`config.mk`:
```
export PLATFORM = sky130hd
export DESIGN_NAME = rr_iter_sequencer
export DESIGN_NICKNAME = d
export VERILOG_FILES = /design/src/rtl/rr_iter_sequencer.sv
export SDC_FILE = /design/constraint.sdc
export NUM_CORES = 1
export LEC_CHECK = 0
export CAP_MARGIN = 20
export CORE_AREA = 5 5 62 64
export CTS_CLUSTER_DIAMETER = 30
export DETAILED_ROUTE_END_ITERATION = 8
export DIE_AREA = 0 0 67 69
export HOLD_SLACK_MARGIN = 0.06
export PLACE_DENSITY = 0.74
export SYNTH_ARGS = -nofsm -noshare
export SYNTH_HDL_FRONTEND = slang
export SYNTH_SLANG_ARGS = --single-unit
export TNS_END_PERCENT = 20
```
`constraint.sdc`:
```
create_clock -name clk -period 1.99 [get_ports clk]
set_clock_uncertainty 0.05 [all_clocks]
set_input_delay 0.597 -clock clk [delete_from_list [all_inputs] [get_ports clk]]
set_output_delay 0.597 -clock clk [all_outputs]
set_load 0.05 [all_outputs]
```
`src/rtl/rr_iter_sequencer.sv`:
```
`default_nettype none
// ============================================================================
// Module  : rr_iter_sequencer
// Brief   : Multi-pass sequencer around an external rotate-right unit.
//           Each pass applies at most STEP_MAX positions.
// Revision: 1.0
// ============================================================================
module rr_iter_sequencer #(
   parameter int WIDTH    = 4,
   parameter int AMT_W    = 4,
   parameter int STEP_MAX = 3
) (
   input  logic             clk,
   input  logic             rst_n,
   input  logic             in_valid,
   output logic             in_ready,
   input  logic [WIDTH-1:0] in_a,
   input  logic [AMT_W-1:0] in_amt,
   output logic [WIDTH-1:0] rot_a,
   output logic [WIDTH-1:0] rot_b,
   input  logic [WIDTH-1:0] rot_r,
   output logic             out_valid,
   input  logic             out_ready,
   output logic [WIDTH-1:0] out_r,
   output logic [AMT_W-1:0] out_passes
);

   typedef enum logic [1:0] {
      S_IDLE = 2'd0,
      S_RUN  = 2'd1,
      S_DONE = 2'd2
   } state_t;

   localparam logic [AMT_W-1:0] c_step_max = AMT_W'(STEP_MAX);

   state_t           r_state;
   state_t           w_state_nxt;
   logic [WIDTH-1:0] r_acc;
   logic [WIDTH-1:0] r_out_r;
   logic [AMT_W-1:0] r_rem;
   logic [AMT_W-1:0] r_passes;
   logic [AMT_W-1:0] r_out_passes;
   logic [AMT_W-1:0] w_step;
   logic [AMT_W-1:0] w_rem_nxt;
   logic             w_last_pass;

   assign w_step      = (r_rem > c_step_max) ? c_step_max : r_rem;
   assign w_rem_nxt   = r_rem - w_step;
   assign w_last_pass = (w_rem_nxt == '0);

   assign out_r      = r_out_r;
   assign out_passes = r_out_passes;

   always_ff @(posedge clk or negedge rst_n) begin
      if (!rst_n) begin
         r_state <= S_IDLE;
      end else begin
         r_state <= w_state_nxt;
      end
   end

   // rot_a/rot_b come straight from registered state, so the unit sees a
   // clean zero-amount pass-through whenever no pass is in flight.
   always_comb begin
      w_state_nxt = r_state;
      in_ready    = 1'b0;
      out_valid   = 1'b0;
      rot_a       = r_acc;
      rot_b       = '0;
      case (r_state)
         S_IDLE: begin
            in_ready = 1'b1;
            if (in_valid) begin
               w_state_nxt = (in_amt != '0) ? S_RUN : S_DONE;
            end
         end
         S_RUN: begin
            rot_b = WIDTH'(w_step);
            if (w_last_pass) begin
               w_state_nxt = S_DONE;
            end
         end
         S_DONE: begin
            out_valid = 1'b1;
            if (out_ready) begin
               w_state_nxt = S_IDLE;
            end
         end
         default: begin
            w_state_nxt = S_IDLE;
         end
      endcase
   end

   always_ff @(posedge clk or negedge rst_n) begin
      if (!rst_n) begin
         r_acc        <= '0;
         r_rem        <= '0;
         r_passes     <= '0;
         r_out_r      <= '0;
         r_out_passes <= '0;
      end else begin
         case (r_state)
            S_IDLE: begin
               if (in_valid) begin
                  r_acc    <= in_a;
                  r_rem    <= in_amt;
                  r_passes <= '0;
                  if (in_amt == '0) begin
                     r_out_r      <= in_a;
                     r_out_passes <= '0;
                  end
               end
            end
            S_RUN: begin
               r_acc    <= rot_r;
               r_rem    <= w_rem_nxt;
               r_passes <= r_passes + AMT_W'(1);
               if (w_last_pass) begin
                  r_out_r      <= rot_r;
                  r_out_passes <= r_passes + AMT_W'(1);
               end
            end
            default: begin
            end
         endcase
      end
   end

endmodule
`default_nettype wire

```
* Word level (Yosys, flattened, before mapping)
Cells that the tools add are included.
Storage, ports and cells: output and inout bits 18, bits in latches 0, bits in read-only memories 0, memories kept 0, RAM bits 0, flip-flop bits (word level) 22, input bits 16
Operators by class: multiply operators 0, bitwise logic cells 0, muxes and demuxes 23, equality and inequality tests 6, reduce and logical (&&, ||, !) cells 8, divide/modulo/power cells 0, shifts and indexed selects 0, add/sub/neg operators 2, $lt $le $gt $ge 1
Operator list (number):
- 4-bit 2-to-1 mux | 11
- 4-bit one-hot mux with 2 select lines | 5
- 4-bit zero test | 2
- 2-bit 2-to-1 mux | 4
- 2-bit inequality test, second input constant | 4
- 2-bit one-hot mux with 3 select lines | 1
- 4-bit by 1-bit adder with 4-bit output, second input constant | 1
- 4-bit by 2-bit > comparator with 1-bit output, second input constant | 1
- 4-bit AND reduction | 1
- 4-bit nonzero test | 1
- 4-bit subtractor | 1
- 3-bit AND reduction | 1
- 2-bit by 1-bit equality test with 1-bit output, second input constant | 1
- 2-bit equality test, second input constant | 1
- 2-bit zero test | 1
- 1-bit 2-to-1 mux | 2
- 2-bit AND reduction | 1
- 2-bit nonzero test | 1

* Depth between registers and ports, before layout
depth after elaboration 6, mapped depth 8, depth with buffers taken out 7

* Least setup slack after synthesis
No wires, ideal clock.
kind flip-flop to flip-flop, start point reg r_rem[2], end point reg r_out_passes[2] (netlist: out_passes[2]), arrival 2.003 ns, stages on the path, launching flop included 9, clock period less this slack 2.178 ns, setup slack -0.188 ns, setup time 0.125 ns, required time 1.815 ns, cells stage by stage dfrtp_1 -> buf_6 -> nor2_1 -> or2_2 -> ha_1 -> and4bb_4 -> o31ai_4 -> a21oi_4 -> mux2_4
Between the ends: word-level cells in the longest chain between the ends 6
RTL lines:
- start, declared | line 40 | logic [AMT_W-1:0] r_rem;
- start signal, assigned | line 107 | r_rem <= in_amt;
- start signal, assigned | line 117 | r_rem <= w_rem_nxt;
- 4-bit by 2-bit > comparator with 1-bit output | line 47 | assign w_step = (r_rem > c_step_max) ? c_step_max : r_rem;
- 4-bit 2-to-1 mux | line 47
- 4-bit subtractor (*) | line 48 | assign w_rem_nxt = r_rem - w_step;
- 4-bit zero test (*) | line 49 | assign w_last_pass = (w_rem_nxt == '0);
- 2-bit inequality test (no line) (*)
- 4-bit AND reduction (no line) (*)
- end signal, assigned | line 121 | r_out_passes <= r_passes + AMT_W'(1);
- end, declared | line 42 | logic [AMT_W-1:0] r_out_passes;
Mark *: on every way between the ends. The rest lies on a longest branch, timed or not. A chain may end at the register's enable or synchronous reset.

* Worst setup path after layout
start point reg r_rem[3], end point reg r_out_r[3] (netlist: out_r[3])
Between the ends: word-level cells in the longest chain between the ends 6
RTL lines:
- 4-bit by 2-bit > comparator with 1-bit output | line 47
- 4-bit 2-to-1 mux | line 47
- 4-bit subtractor (*) | line 48
- 4-bit zero test (*) | line 49
- 2-bit inequality test (no line) (*)
- 4-bit AND reduction (no line) (*)
- end signal, assigned | line 110 | r_out_r <= in_a;
- end signal, assigned | line 120 | r_out_r <= rot_r;
- end, declared | line 39 | logic [WIDTH-1:0] r_out_r;
Marked as above.

==> impl_summary.txt <==
----------------------------------------------------
[Floorplan]
  Vertical die dimension ... between 60 and 70 um
  Number of cell rows ... 21
  Core ar. ... approximately 3200 um^2
  Initial Util ... 0.404
  Count of pins on the block boundary ... 34
  Die Footprint ... about 4600 um^2
  Chip Width ... ~67 um

[Setup path]
  Path depth of the worst reg2reg path ... 8
  Setup slack, reg-to-reg ... -0.12 ns
  Crit path from ... r_rem[3]$_DFFE_PN0P_
  Maximum fanout along the worst path ... 7
  Startpoint type of the worst setup path ... flop
  Master of the slowest instance on the critical path ... sky130_fd_sc_hd__dfrtp_1
  Critical path class ... reg -> reg
  Arrival time of data at the critical path endpoint ... about 2.3 ns
  Launch point of the worst reg-to-reg path ... r_rem[3]$_DFFE_PN0P_
  Ordered list of cells on the worst path ... nor2_2, or2_4, ha_4, and4bb_4, o31ai_4, a21oi_4, buf_12, mux2_4
  Max stage delay on crit path ... between 0.3 and 0.4 ns
  Critical Path End Type ... flop
  Worst flop-to-flop path endpoint ... out_r[3]$_DFFE_PN0P_
  Data required time of the critical path ... between 2 and 2.5 ns

[Yosys]
  Count of flip-flops with a built-in enable after synthesis ... 0
  Cells after Synth ... approximately 130
  Count of unique library cells instantiated by Yosys ... 35
  Top-area cell type share of the netlist area ... 0.422
  XOR/XNOR share of the synthesized area ... 0.00671
  Synthesized area ... between 1000 and 1500 um^2
  Post-synthesis mux area share ... 0.104
  Proportion of register bits with asynchronous set or reset after synthesis ... 1.00
  Most area-hungry cell type in the Yosys netlist ... sky130_fd_sc_hd__dfrtp_1
  Simple-gate share of the synthesized area ... 0.195
  Average instance area after synthesis ... 10.1 um^2
  Flops & latches, synth ... 22
  Dominant register cell in the synthesized netlist ... sky130_fd_sc_hd__dfrtp_1
  Compound-Gate Fraction of Synth Area ... 0.207
  Cell types with the largest area share after synthesis ... sky130_fd_sc_hd__dfrtp_1, sky130_fd_sc_hd__mux2_4, sky130_fd_sc_hd__o21ai_0, sky130_fd_sc_hd__a21oi_1, sky130_fd_sc_hd__nor2b_1
  Dominant combinational cell family by area after synthesis ... compound AO/OA/AOI/OAI gates
  Post-synthesis share of cell area spent on full adders, half adders and majority gates ... 0.0192
  Post-synthesis sequential area ratio ... 0.422
  Count of warnings emitted by yosys ... 0

[Global route]
  Via count of the first global-routing pass ... roughly 1,300
  Global-route congestion overflow total ... 0
  Pin count of the biggest net entering global routing ... 23
  Global Route Usage Sum ... 0.163
  First-pass GRT wire length ... 5.94 mm
  Initial antenna violation count ... 0

[Timing]
  Setup TNS ... -0.664 ns
  Final number of setup-violating endpoints ... 9
  Maximum clock frequency ... between 0.4 and 0.5 GHz
  RSZ-0062 raised after global routing ... yes
  Count of endpoints failing hold in the final timing report ... 0
  Final critical-path setup slack ... -0.122 ns
  Share of the clock period used by the worst path ... 1.06
  Final Critical Period ... 2.11 ns
  Count of final max-slew check failures ... 0

[Power and ir drop]
  Leakage power total ... approximately 0.87 nW
  Power density cells ... roughly 2100 nW/um^2
  Design Power ... 4.12 mW
  Worst vdd ir ... 0.841 mV

[Place]
  GP Congestion ... between 0.8 and 0.9
  Port bufs ... 31
  Post-placement cell count ... 220
  Placed wire-length estimate after detailed placement ... roughly 2.6 mm

[Cells and area]
  Most common library cell in the layout ignoring fill and taps ... sky130_fd_sc_hd__buf_4
  FF/Latch Area ... approximately 550 um^2
  Most used cells in the layout excluding fill and tap cells ... sky130_fd_sc_hd__buf_4, sky130_fd_sc_hd__dfrtp_1, sky130_fd_sc_hd__clkdlybuf4s50_1
  Final core area utilization ... 0.612
  Multi-input gate area in the final layout ... between 700 and 800 um^2
  Area delta synth->final ... 51.5%
  Layout filler cell count ... 270
  Final cell count without fillers ... 230
  Share of final-layout standard cells stronger than drive strength 1 ... 0.424
  Antenna Cells ... 0
  Final Net Count ... 203

[Run status]
  Run status ... complete, but fails checks
  Failing checks ... negative setup slack

[Routing]
  Vias/cell ... between 5 and 6
  Number of antenna-violating nets in the routed design ... 0
  Remaining routing DRC violations ... 0
  Number of violations reported at the end of detailed-routing iteration 0 ... 70
  Total length of routed wires ... 3.71 mm
  Total number of vias ... about 1,200
  Number of detailed-routing iterations run before antenna repair ... 4
  Detailed-route wire length per cell ... between 15 and 20 um

[Worst hold path]
  Beginning of the worst hold path ... out_r[1]$_DFFE_PN0P_
  Worst-case hold path end point ... out_r[1]$_DFFE_PN0P_
  Path class of the lowest-slack min-delay path ... reg -> reg
  Hold Path Cell Cnt ... 1

[Flow run]
  Maximum capacitance violations ... 0

[Clocking]
  Clock tree from TritonCTS ... yes
  Num CTS Buffers ... 3
  Clock tree root driver cell ... sky130_fd_sc_hd__clkbuf_4
  Sink count of the clock tree ... 22
  Hold-fix buffers at CTS ... 0
  Clock input transition at the sequential cells of the worst setup and hold paths ... about 0.14 ns
  Clock buffer depth ... 2
  Clk Latency, worst-skew pair ... ~0.33 ns
  CTS H-Tree Depth ... 1

----------------------------------------------------
-- report_power, final --
group	switching [mW]	internal [mW]
clock	0.151	0.204
combinational	1.52	1.38
sequential	0.192	0.666
total	1.87	2.25
-- how the worst max path moves through the flow --
stage / slack (ns) / end
finish: -0.12 / out_r[3]$_DFFE_PN0P_
global route: -0.17 / out_r[0]$_DFFE_PN0P_
CTS: -0.05 / out_r[2]$_DFFE_PN0P_
detailed placement: -0.30 / out_r[2]$_DFFE_PN0P_
global placement: -0.28 / out_r[2]$_DFFE_PN0P_
floorplan: -0.16 / rot_b[0]
-- synthesized netlist by cell type, types with 2 or more instances --
cell type                  count
sky130_fd_sc_hd__nor2_1        8
sky130_fd_sc_hd__inv_1         2
sky130_fd_sc_hd__clkbuf_1      3
sky130_fd_sc_hd__a22o_1        2
sky130_fd_sc_hd__ha_1          2
sky130_fd_sc_hd__nand2_1       6
sky130_fd_sc_hd__mux2_4        6
sky130_fd_sc_hd__nand3_1       3
sky130_fd_sc_hd__mux2_2        4
sky130_fd_sc_hd__o21bai_1      2
sky130_fd_sc_hd__o311ai_1      2
sky130_fd_sc_hd__nand2b_1      5
sky130_fd_sc_hd__nor2b_1       8
sky130_fd_sc_hd__o21ai_0      14
sky130_fd_sc_hd__a21oi_1      10
sky130_fd_sc_hd__nor3_1        5
sky130_fd_sc_hd__dfrtp_1      22
sky130_fd_sc_hd__or2_2         2
sky130_fd_sc_hd__a22oi_1       5
sky130_fd_sc_hd__buf_4         3
-- registers in the layout, summed over array words and instances (netlist names) --
| name | flops |
|---|---|
| out_passes | 4 |
| out_r | 4 |
| r_passes | 4 |
| r_rem | 4 |
| r_state | 2 |
| rot_a | 4 |
-- routing by layer --
layer	up-vias	track usage	wire (um)
met3	7	0.0211	149
met2	28	0.265	1930
met4	0	0.0698	73
met5	-	0	0
met1	587	0.211	1550
li1	574	-	-
-- per-stage QoR --
stage	cell area, um^2	hold slack, ns	setup WS [ns]
2_1_floorplan	1310	0.251	-0.160
3_3_place_gp	1810	0.452	-0.281
3_5_place_dp	1810	0.455	-0.303
4_1_cts	1900	0.499	-0.0497
5_1_grt	1980	0.513	-0.170
6_report	1980	0.504	-0.122
-- logic make-up after synthesis --
group / count (synthesis)
other cells: 1
flops: 22
buf+inv: 10
compound gates: 40
simple gates: 43
fa+ha+maj: 2
mux: 10
xor+xnor: 1
-- worst max-delay path, delay by kind of cell (launching register included) --
| kind | cells | cell delay [ns] |
|---|---|---|
| adder cells (fa/ha/maj) | 1 | 0.17 |
| multiplexers | 1 | 0.29 |
| buffers and inverters | 1 | 0.15 |
| AND/OR/NAND/NOR | 3 | 0.66 |
| AO/OA/AOI/OAI | 2 | 0.29 |
| flip-flops | 1 | 0.39 |
-- timing repair --
action                     CTS  global route
setup buffers                4             3
resized for setup           10             9
setup endpoints to repair   10            10
pin swaps                    4             7
-- layout make-up --
| cell class | instances | share of cell area |
|---|---|---|
| Timing Repair Buffer | 58 | 0.273 |
| Clock buffer | 3 | 0.0114 |
| Inverter | 2 | 0.00380 |
| Multi-Input combinational cell | 98 | 0.388 |
| Sequential cell | 22 | 0.280 |
| Clock inverter | 1 | 0.0152 |
| Tap cell | 46 | 0.0291 |
Note: power is estimated with default switching activity, not from simulation.
